**src/rtl/run_before_decoder_pkg.sv**
```systemverilog
// Shared CAVLC types for the run_before decoder: FSM states, field widths and coefficient type.
package run_before_decoder_pkg;

  localparam int unsigned COEFF_W = 8;
  localparam int unsigned TC_W    = 5;
  localparam int unsigned TZ_W    = 4;
  localparam int unsigned RB_W    = 4;

  typedef enum logic [1:0] {
    StIdle,
    StPlace,
    StDone
  } state_e;

  typedef logic [COEFF_W-1:0] coeff_t;

endpackage

```
**src/rtl/run_before_decoder.sv**
```systemverilog
// Rebuilds a zig-zag ordered coefficient block from CAVLC total_coeff/total_zeros and
// (level, run_before) pairs. Define RB_DEC_ERR_CHK_EN to enable syntax checking and rb clamping.
module run_before_decoder
  import run_before_decoder_pkg::*;
#(
  parameter int unsigned MAX_COEFF = 16
) (
  input  logic                           clk,
  input  logic                           rst,
  input  logic                           start_i,
  input  logic [TC_W-1:0]                total_coeff_i,
  input  logic [TZ_W-1:0]                total_zeros_i,
  input  logic                           level_valid_i,
  input  logic [COEFF_W-1:0]             level_i,
  input  logic [RB_W-1:0]                run_before_i,
  output logic                           level_ready_o,
  output logic                           busy_o,
  output logic                           done_o,
  output logic [MAX_COEFF*COEFF_W-1:0]   coeff_o,
  output logic                           error_o
);

  state_e                              state_q;
  logic [TC_W-1:0]                     pos_q;
  logic [TZ_W-1:0]                     zl_q;
  logic [TC_W-1:0]                     idx_q;
  logic [TC_W-1:0]                     tc_q;
  logic [MAX_COEFF-1:0][COEFF_W-1:0]   coeff_q;
  logic                                done_q;
  logic                                err_q;

  logic            last;
  logic [RB_W-1:0] rb;
  logic            rb_over;
  logic [TC_W-1:0] start_pos;
  logic            start_bad;

`ifdef RB_DEC_ERR_CHK_EN
  logic [TC_W:0] start_sum;
`endif

  always_comb begin
    last      = (idx_q == tc_q - 5'd1);
    start_pos = total_coeff_i + {1'b0, total_zeros_i} - 5'd1;
`ifdef RB_DEC_ERR_CHK_EN
    start_sum = {1'b0, total_coeff_i} + {2'b00, total_zeros_i};
    start_bad = (start_sum > (TC_W+1)'(MAX_COEFF)) || (total_coeff_i > TC_W'(MAX_COEFF));
    rb_over   = (run_before_i > zl_q);
    rb        = rb_over ? zl_q : ((zl_q == '0) ? '0 : run_before_i);
`else
    start_bad = 1'b0;
    rb_over   = 1'b0;
    rb        = (zl_q == '0) ? '0 : run_before_i;
`endif
  end

  always_ff @(posedge clk or negedge rst) begin
    if (!rst) begin
      state_q <= StIdle;
      pos_q   <= '0;
      zl_q    <= '0;
      idx_q   <= '0;
      tc_q    <= '0;
      coeff_q <= '0;
      done_q  <= 1'b0;
      err_q   <= 1'b0;
    end else begin
      done_q <= 1'b0;
      unique case (state_q)
        StIdle: begin
          if (start_i) begin
            coeff_q <= '0;
            err_q   <= start_bad;
            pos_q   <= start_pos;
            zl_q    <= total_zeros_i;
            idx_q   <= '0;
            tc_q    <= total_coeff_i;
            if (total_coeff_i == '0 || start_bad) begin
              state_q <= StDone;
              done_q  <= 1'b1;
            end else begin
              state_q <= StPlace;
            end
          end
        end
        StPlace: begin
          if (level_valid_i) begin
            // Positions outside the block are silently dropped.
            for (int i = 0; i < MAX_COEFF; i++) begin
              if (pos_q == TC_W'(i)) coeff_q[i] <= level_i;
            end
            if (last) begin
              state_q <= StDone;
              done_q  <= 1'b1;
            end else begin
              pos_q <= pos_q - 5'd1 - {1'b0, rb};
              zl_q  <= zl_q - rb;
              idx_q <= idx_q + 5'd1;
              if (rb_over) err_q <= 1'b1;
            end
          end
        end
        StDone:  state_q <= StIdle;
        default: state_q <= StIdle;
      endcase
    end
  end

  assign level_ready_o = (state_q == StPlace);
  assign busy_o        = (state_q != StIdle);
  assign done_o        = done_q;
  assign coeff_o       = coeff_q;
  assign error_o       = err_q;

endmodule

```
**config.mk**
```make
export PLATFORM = sky130hd
export DESIGN_NAME = run_before_decoder
export DESIGN_NICKNAME = d
export VERILOG_FILES = /design/src/rtl/run_before_decoder_pkg.sv /design/src/rtl/run_before_decoder.sv
export SDC_FILE = /design/constraint.sdc
export NUM_CORES = 1
export LEC_CHECK = 0
export BUFFER_PORTS_ARGS = -buffer_cell sky130_fd_sc_hd__buf_2
export CAP_MARGIN = 20
export CELL_PAD_IN_SITES_DETAIL_PLACEMENT = 1
export CELL_PAD_IN_SITES_GLOBAL_PLACEMENT = 1
export CORE_ASPECT_RATIO = 1.2
export CORE_UTILIZATION = 45
export DETAILED_ROUTE_END_ITERATION = 8
export GPL_TIMING_DRIVEN = 0
export PLACE_DENSITY_LB_ADDON = 0.1
export SLEW_MARGIN = 20
export SYNTH_ARGS = -nofsm -noshare
export SYNTH_HDL_FRONTEND = slang
export SYNTH_SLANG_ARGS = --single-unit
```
**constraint.sdc**
```tcl
create_clock -name clk -period 5.7 [get_ports clk]
set_input_delay 0.855 -clock clk [delete_from_list [all_inputs] [get_ports clk]]
set_output_delay 0.855 -clock clk [all_outputs]
set_load 0.01 [all_outputs]
```
=== Word level (Yosys, flattened, before mapping) ===
Cells that the tools add are included.

* Add/subtract/negate cells: 7
* Equality and inequality tests: 37
* Multiplexer cells: 42
* Reductions and logical operators: 25

{| class="wikitable"
|+ Operators by type and width
! kind !! number
|-
| two-way mux 128 bit || 2
|-
| one-hot mux 128 bit (2 select lines) || 1
|-
| two-way mux 8 bit || 16
|-
| AND reduction 4 bit || 17
|-
| equality test 5 x 4 -> 1 bit (second input constant) || 8
|-
| inequality test 2 x 1 -> 1 bit (second input constant) || 17
|-
| two-way mux 5 bit || 6
|-
| equality test 5 x 3 -> 1 bit (second input constant) || 4
|-
| one-hot mux 5 bit (2 select lines) || 2
|-
| two-way mux 4 bit || 4
|-
| subtractor 5 x 1 -> 5 bit (second input constant) || 3
|-
| equality test 5 x 2 -> 1 bit (second input constant) || 2
|-
| zero test 5 bit || 2
|-
| two-way mux 2 bit || 4
|-
| one-hot mux 4 bit (2 select lines) || 1
|-
| inequality test 2 bit (second input constant) || 3
|-
| adder 5 x 1 -> 5 bit (second input constant) || 1
|-
| adder 5 x 4 -> 5 bit || 1
|-
| equality test 5 x 1 -> 1 bit (second input constant) || 1
|-
| equality test 5 bit || 1
|-
| subtractor 5 x 4 -> 5 bit || 1
|-
| zero test 4 bit || 1
|-
| two-way mux 1 bit || 4
|-
| one-hot mux 2 bit (2 select lines) || 1
|-
| 7 further kinds || 8
|}

* Register bits: 150
* Input port bits: 25
* Output and inout bits: 132

=== Logic depth before layout (Yosys ltp) ===
* Word-level depth: 6
* Mapped depth: 11
* Gate-level depth less buffers: 11

=== Worst setup path after synthesis ===
No wires, ideal clock.

* Kind: input to register
* From: in total_coeff_i[2]
* To: reg pos_q[4]
* Setup time: 147 ps
* Arrival time: 2126 ps
* Setup slack: 3427 ps
* Cell stages on the path: 9
* Path buffers: 0
* Path through: inv_1 ha_1 inv_1 ha_1 a21o_1 a21oi_1 xnor2_1 o21ai_0 a22oi_1

* Cells in the longest elaborated chain, start to end: 4

{| class="wikitable"
|+ Ends and longest elaborated chain
! element !! line !! text
|-
| start: declaration || run_before_decoder.sv:11 || <nowiki>input logic [TC_W-1:0] total_coeff_i,</nowiki>
|-
| adder 5 x 4 -> 5 bit || run_before_decoder.sv:44 || <nowiki>start_pos = total_coeff_i + {1'b0, total_zeros_i} - 5'd1;</nowiki>
|-
| subtractor 5 x 1 -> 5 bit || run_before_decoder.sv:44 ||
|-
| two-way mux 5 bit || run_before_decoder.sv:71 || <nowiki>if (start_i) begin</nowiki>
|-
| one-hot mux 5 bit (2 select lines) || run_before_decoder.sv:69 || <nowiki>unique case (state_q)</nowiki>
|-
| end signal: assignment || run_before_decoder.sv:74 || <nowiki>pos_q <= start_pos;</nowiki>
|-
| end signal: assignment || run_before_decoder.sv:96 || <nowiki>pos_q <= pos_q - 5'd1 - {1'b0, rb};</nowiki>
|-
| end: declaration || run_before_decoder.sv:24 || <nowiki>logic [TC_W-1:0] pos_q;</nowiki>
|}

No other way between the ends. The select of a mux whose other input is x is not followed.
A chain may end at the register's enable or synchronous reset.

=== Worst setup path after layout ===
* From: reg state_q[1]
* To: out level_ready_o

* Cells in the longest elaborated chain, start to end: 1

{| class="wikitable"
|+ Ends and longest elaborated chain
! element !! line !! text
|-
| start: declaration || run_before_decoder.sv:23 || <nowiki>state_e state_q;</nowiki>
|-
| start signal: assignment || run_before_decoder.sv:59 || <nowiki>state_q <= StIdle;</nowiki>
|-
| start signal: assignment || run_before_decoder.sv:79 || <nowiki>state_q <= StDone;</nowiki>
|-
| start signal: assignment || run_before_decoder.sv:82 || <nowiki>state_q <= StPlace;</nowiki>
|-
| equality test 2 x 1 -> 1 bit || run_before_decoder.sv:109 || <nowiki>assign level_ready_o = (state_q == StPlace);</nowiki>
|-
| end: declaration || run_before_decoder.sv:16 || <nowiki>output logic level_ready_o,</nowiki>
|}

No other way between the ends.

==> insert_results.sql <==
INSERT INTO impl_metrics (metric_group, metric, value, unit) VALUES
('pwr', 'part_of_the_power_in_combinational_logic', '45.2', '%'),
('cts', 'max-clock-path-buffers', '2', ''),
('cts', 'clk_root_buffer_cell', 'clkbuf_16', ''),
('finish', 'fill_cells', '1571', ''),
('synthesis', 'netlist_area', '6580', 'um^2'),
('grt', 'grt.overflow.total', '0', ''),
('pwr', 'proportion_of_power_drawn_by_the_clock_network', '19.4', '%'),
('sta', 'timing.fmax', '307', 'MHz'),
('route', 'route.vias.total', '4952', ''),
('cts', 'cts_tree', 'yes', ''),
('synthesis', 'synth-edff-count', '0', ''),
('finish', 'layout_common_cells', 'buf_2 (158), dfrtp_1 (150), mux2_2 (88), nand2_1 (71), o21ai_0 (55)', ''),
('cts', 'cts_setup_buffers', '0', ''),
('finish', 'synthToLayoutAreaGrowth', '24.1', '%'),
('sta', 'totalNegativeSetupSlack', '0', 'ns'),
('grt', 'gr-usage-all-layers', '25.7', '%'),
('finish', 'finalCoreUtilization', '56.9', '%'),
('sta', 'setup_viol_count_final', '0', ''),
('die', 'floorplan_row_count', '48', ''),
('die', 'start_util', '45.9', '%'),
('synthesis', 'synth_top_flop_cell', 'dfrtp_1', ''),
('synthesis', 'netlist_instances', '562', ''),
('finish', 'num_antenna_cells', '0', ''),
('pwr', 'p_total', '5.46', 'mW'),
('pwr', 'net-switching-power', '2.21', 'mW'),
('synthesis', 'synth.avg_cell_area', '11.7', 'um^2'),
('die', 'io-pin-count', '157', ''),
('route', 'final_antenna_net_count', '0', ''),
('die', 'die_area', '15100', 'um^2'),
('sta', 'final-max-slew-violation-count', '0', ''),
('cts', 'cts-buffers-inserted', '17', ''),
('grt', 'vias_in_the_first_global_route', '5468', ''),
('synthesis', 'synth_async_sr_flop_share', '100', '%'),
('die', 'die_h', '134', 'um'),
('finish', 'multi_input_comb_area', '2620', 'um^2'),
('route', 'post_detailed_route_wirelength_per_cell', '19.7', 'um'),
('pwr', 'worst_vdd_drop', '0.000320', 'V'),
('cts', 'worst_setup_hold_path_clk_slew', '0.06', 'ns'),
('grt', 'grt_start_max_net_pins', '78', ''),
('grt', 'initial_antenna_violation_count', '0', ''),
('critical_path', 'criticalPathCategory', 'reg2out', ''),
('synthesis', 'ys_ff_latch', '150', ''),
('synthesis', 'yosys_warnings', '0', ''),
('sta', 'maxSlewHeadroom', '49.7', '%'),
('sta', 'post-route-min-period', '3.25', 'ns'),
('pwr', 'power.share.sequential', '35.3', '%'),
('critical_path', 'crit_required', '4.85', 'ns'),
('critical_path', 'critPathLaunchType', 'flop', ''),
('sta', 'rsz0062_at_grt', 'false', ''),
('synthesis', 'mapped_nets', '605', ''),
('sta', 'hold_violations', '0', ''),
('route', 'vias_per_cell', '5.35', ''),
('pwr', 'cellInternalPower', '3.24', 'mW'),
('cts', 'cts_repair_resize_count', '0', ''),
('critical_path', 'worstPathMaxFanout', '10', ''),
('cts', 'cts_max_level', '4', ''),
('pwr', 'power_per_cell_area', '668', 'nW/um^2'),
('finish', 'post_route_cells_drive_above_1_share', '40.0', '%'),
('outcome', 'result_of_the_run', 'completed', ''),
('cts', 'cts_sinks', '150', ''),
('job', 'timing.max_cap.violations', '0', ''),
('synthesis', 'seq_area_frac_synth', '57.0', '%'),
('placed_design', 'numPortBuffers', '155', ''),
('critical_path', 'reg2regPathDepth', '9', ''),
('sta', 'layout_worst_path_cycle_share', '57.1', '%'),
('grt', 'grt_pass1_wl', '29.5', 'mm'),
('placed_design', 'post-dp-hpwl', '12.8', 'mm'),
('min_path', 'hp-class', 'in2async', ''),
('die', 'fp.dieW', '112', 'um'),
('cts', 'clk-insertion-delay-late', '0.44', 'ns'),
('pwr', 'power_leakage', '3.99', 'nW');
-- power groups by stage --
stage                     registers [mW]  logic [mW]  clock network, mW
after global placement              1.89        2.36                  0
final                               1.93        2.47               1.06
after CTS                           1.93        2.50               1.08
after global routing                1.99        2.71               1.12
after floorplan                     2.08        1.34                  0
after detailed placement            1.93        2.47                  0
-- through the flow --
step	cells	cell area, um^2	worst slack (ns)
floorplan	562	6580	3.43
global placement	892	7580	1.68
detailed placement	893	7610	2.87
CTS	925	8170	2.39
global route	925	8170	2.24
finish	925	8170	2.45
-- final cells by class --
class	count	area share (%)
sequential	150	46.0
clock buffer	18	5.38
multi-input combinational	362	32.1
buffer	24	1.35
tap	175	2.68
timing repair buffer	156	9.96
inverter	26	1.19
clock inverter	14	1.39
-- final timing paths --
kind	slack, ns	from	end
max	2.45	state_q[1]$_DFFE_PN0P_	level_ready_o
min	0.37	rst	zl_q[2]$_DFFE_PN0P_
max reg2reg	3.14	zl_q[1]$_DFFE_PN0P_	zl_q[3]$_DFFE_PN0P_
min reg2reg	0.48	coeff_o[63]$_DFFE_PN0P_	coeff_o[63]$_DFFE_PN0P_
max in group asynchronous	4.56	rst	coeff_o[100]$_DFFE_PN0P_
min in group clk	0.48	coeff_o[63]$_DFFE_PN0P_	coeff_o[63]$_DFFE_PN0P_
-- state kept, by name (all words and copies together), names as in the netlist --
| signal | flops |
|---|---|
| tc_q | 5 |
| state_q | 2 |
| idx_q | 5 |
| done_o | 1 |
| pos_q | 5 |
| coeff_o | 128 |
| zl_q | 4 |
-- critical path, stage by stage, from the launching register on --
cell	delay [ns]
dfrtp_1	0.43
nand2b_1	0.16
buf_2	0.16
inv_1	0.11
clkbuf_1	0.40
clkbuf_1	0.47
buf_2	0.23
-- logic make-up (layout without fill, tap and decap cells) --
group           after synthesis  count (layout)  synth area share, %
fa+ha+maj                    19              19                 3.92
mux                          88              88                 15.1
compound gates              109             109                 9.56
simple gates                133             133                 9.64
other cells                   1               1               0.0570
buf+inv                      50             238                 3.16
flops                       150             150                 57.0
xor+xnor                     12              12                 1.60
-- cells in the mapped netlist, drive strengths merged (2+ instances only) --
cell type  number  share of area (%)
or3             3               0.29
dfrtp         150                 57
mux2           88                 15
a21o            6               0.70
a311oi          2               0.36
xor2            6               0.80
a21oi          25                2.1
xnor2           6               0.80
o21ai          60                4.6
o22ai           4               0.38
clkbuf         16               0.91
nor2           18                1.3
and2            9               0.86
fa              3               0.91
a31oi           3               0.29
nor2b           6               0.57
nand2b          5               0.48
o211ai          2               0.23
nor3            4               0.30
buf             8               0.76
nor4b           2               0.27
inv            26                1.5
nand2          71                4.0
ha             15                2.9
nand3           5               0.38
a31o            2               0.27
a2bb2oi         2               0.27
-- metal layers --
metal / vias to the layer above / GRT usage (%) / part of all wire (%)
met2: 119 / 45.5 / 52
met3: 35 / 6.73 / 4.9
met4: 0 / 11.2 / 2.6
li1: 2285 / - / -
met5: - / 0 / 0
met1: 2513 / 29.4 / 40
(Power assumes the default switching activity.)
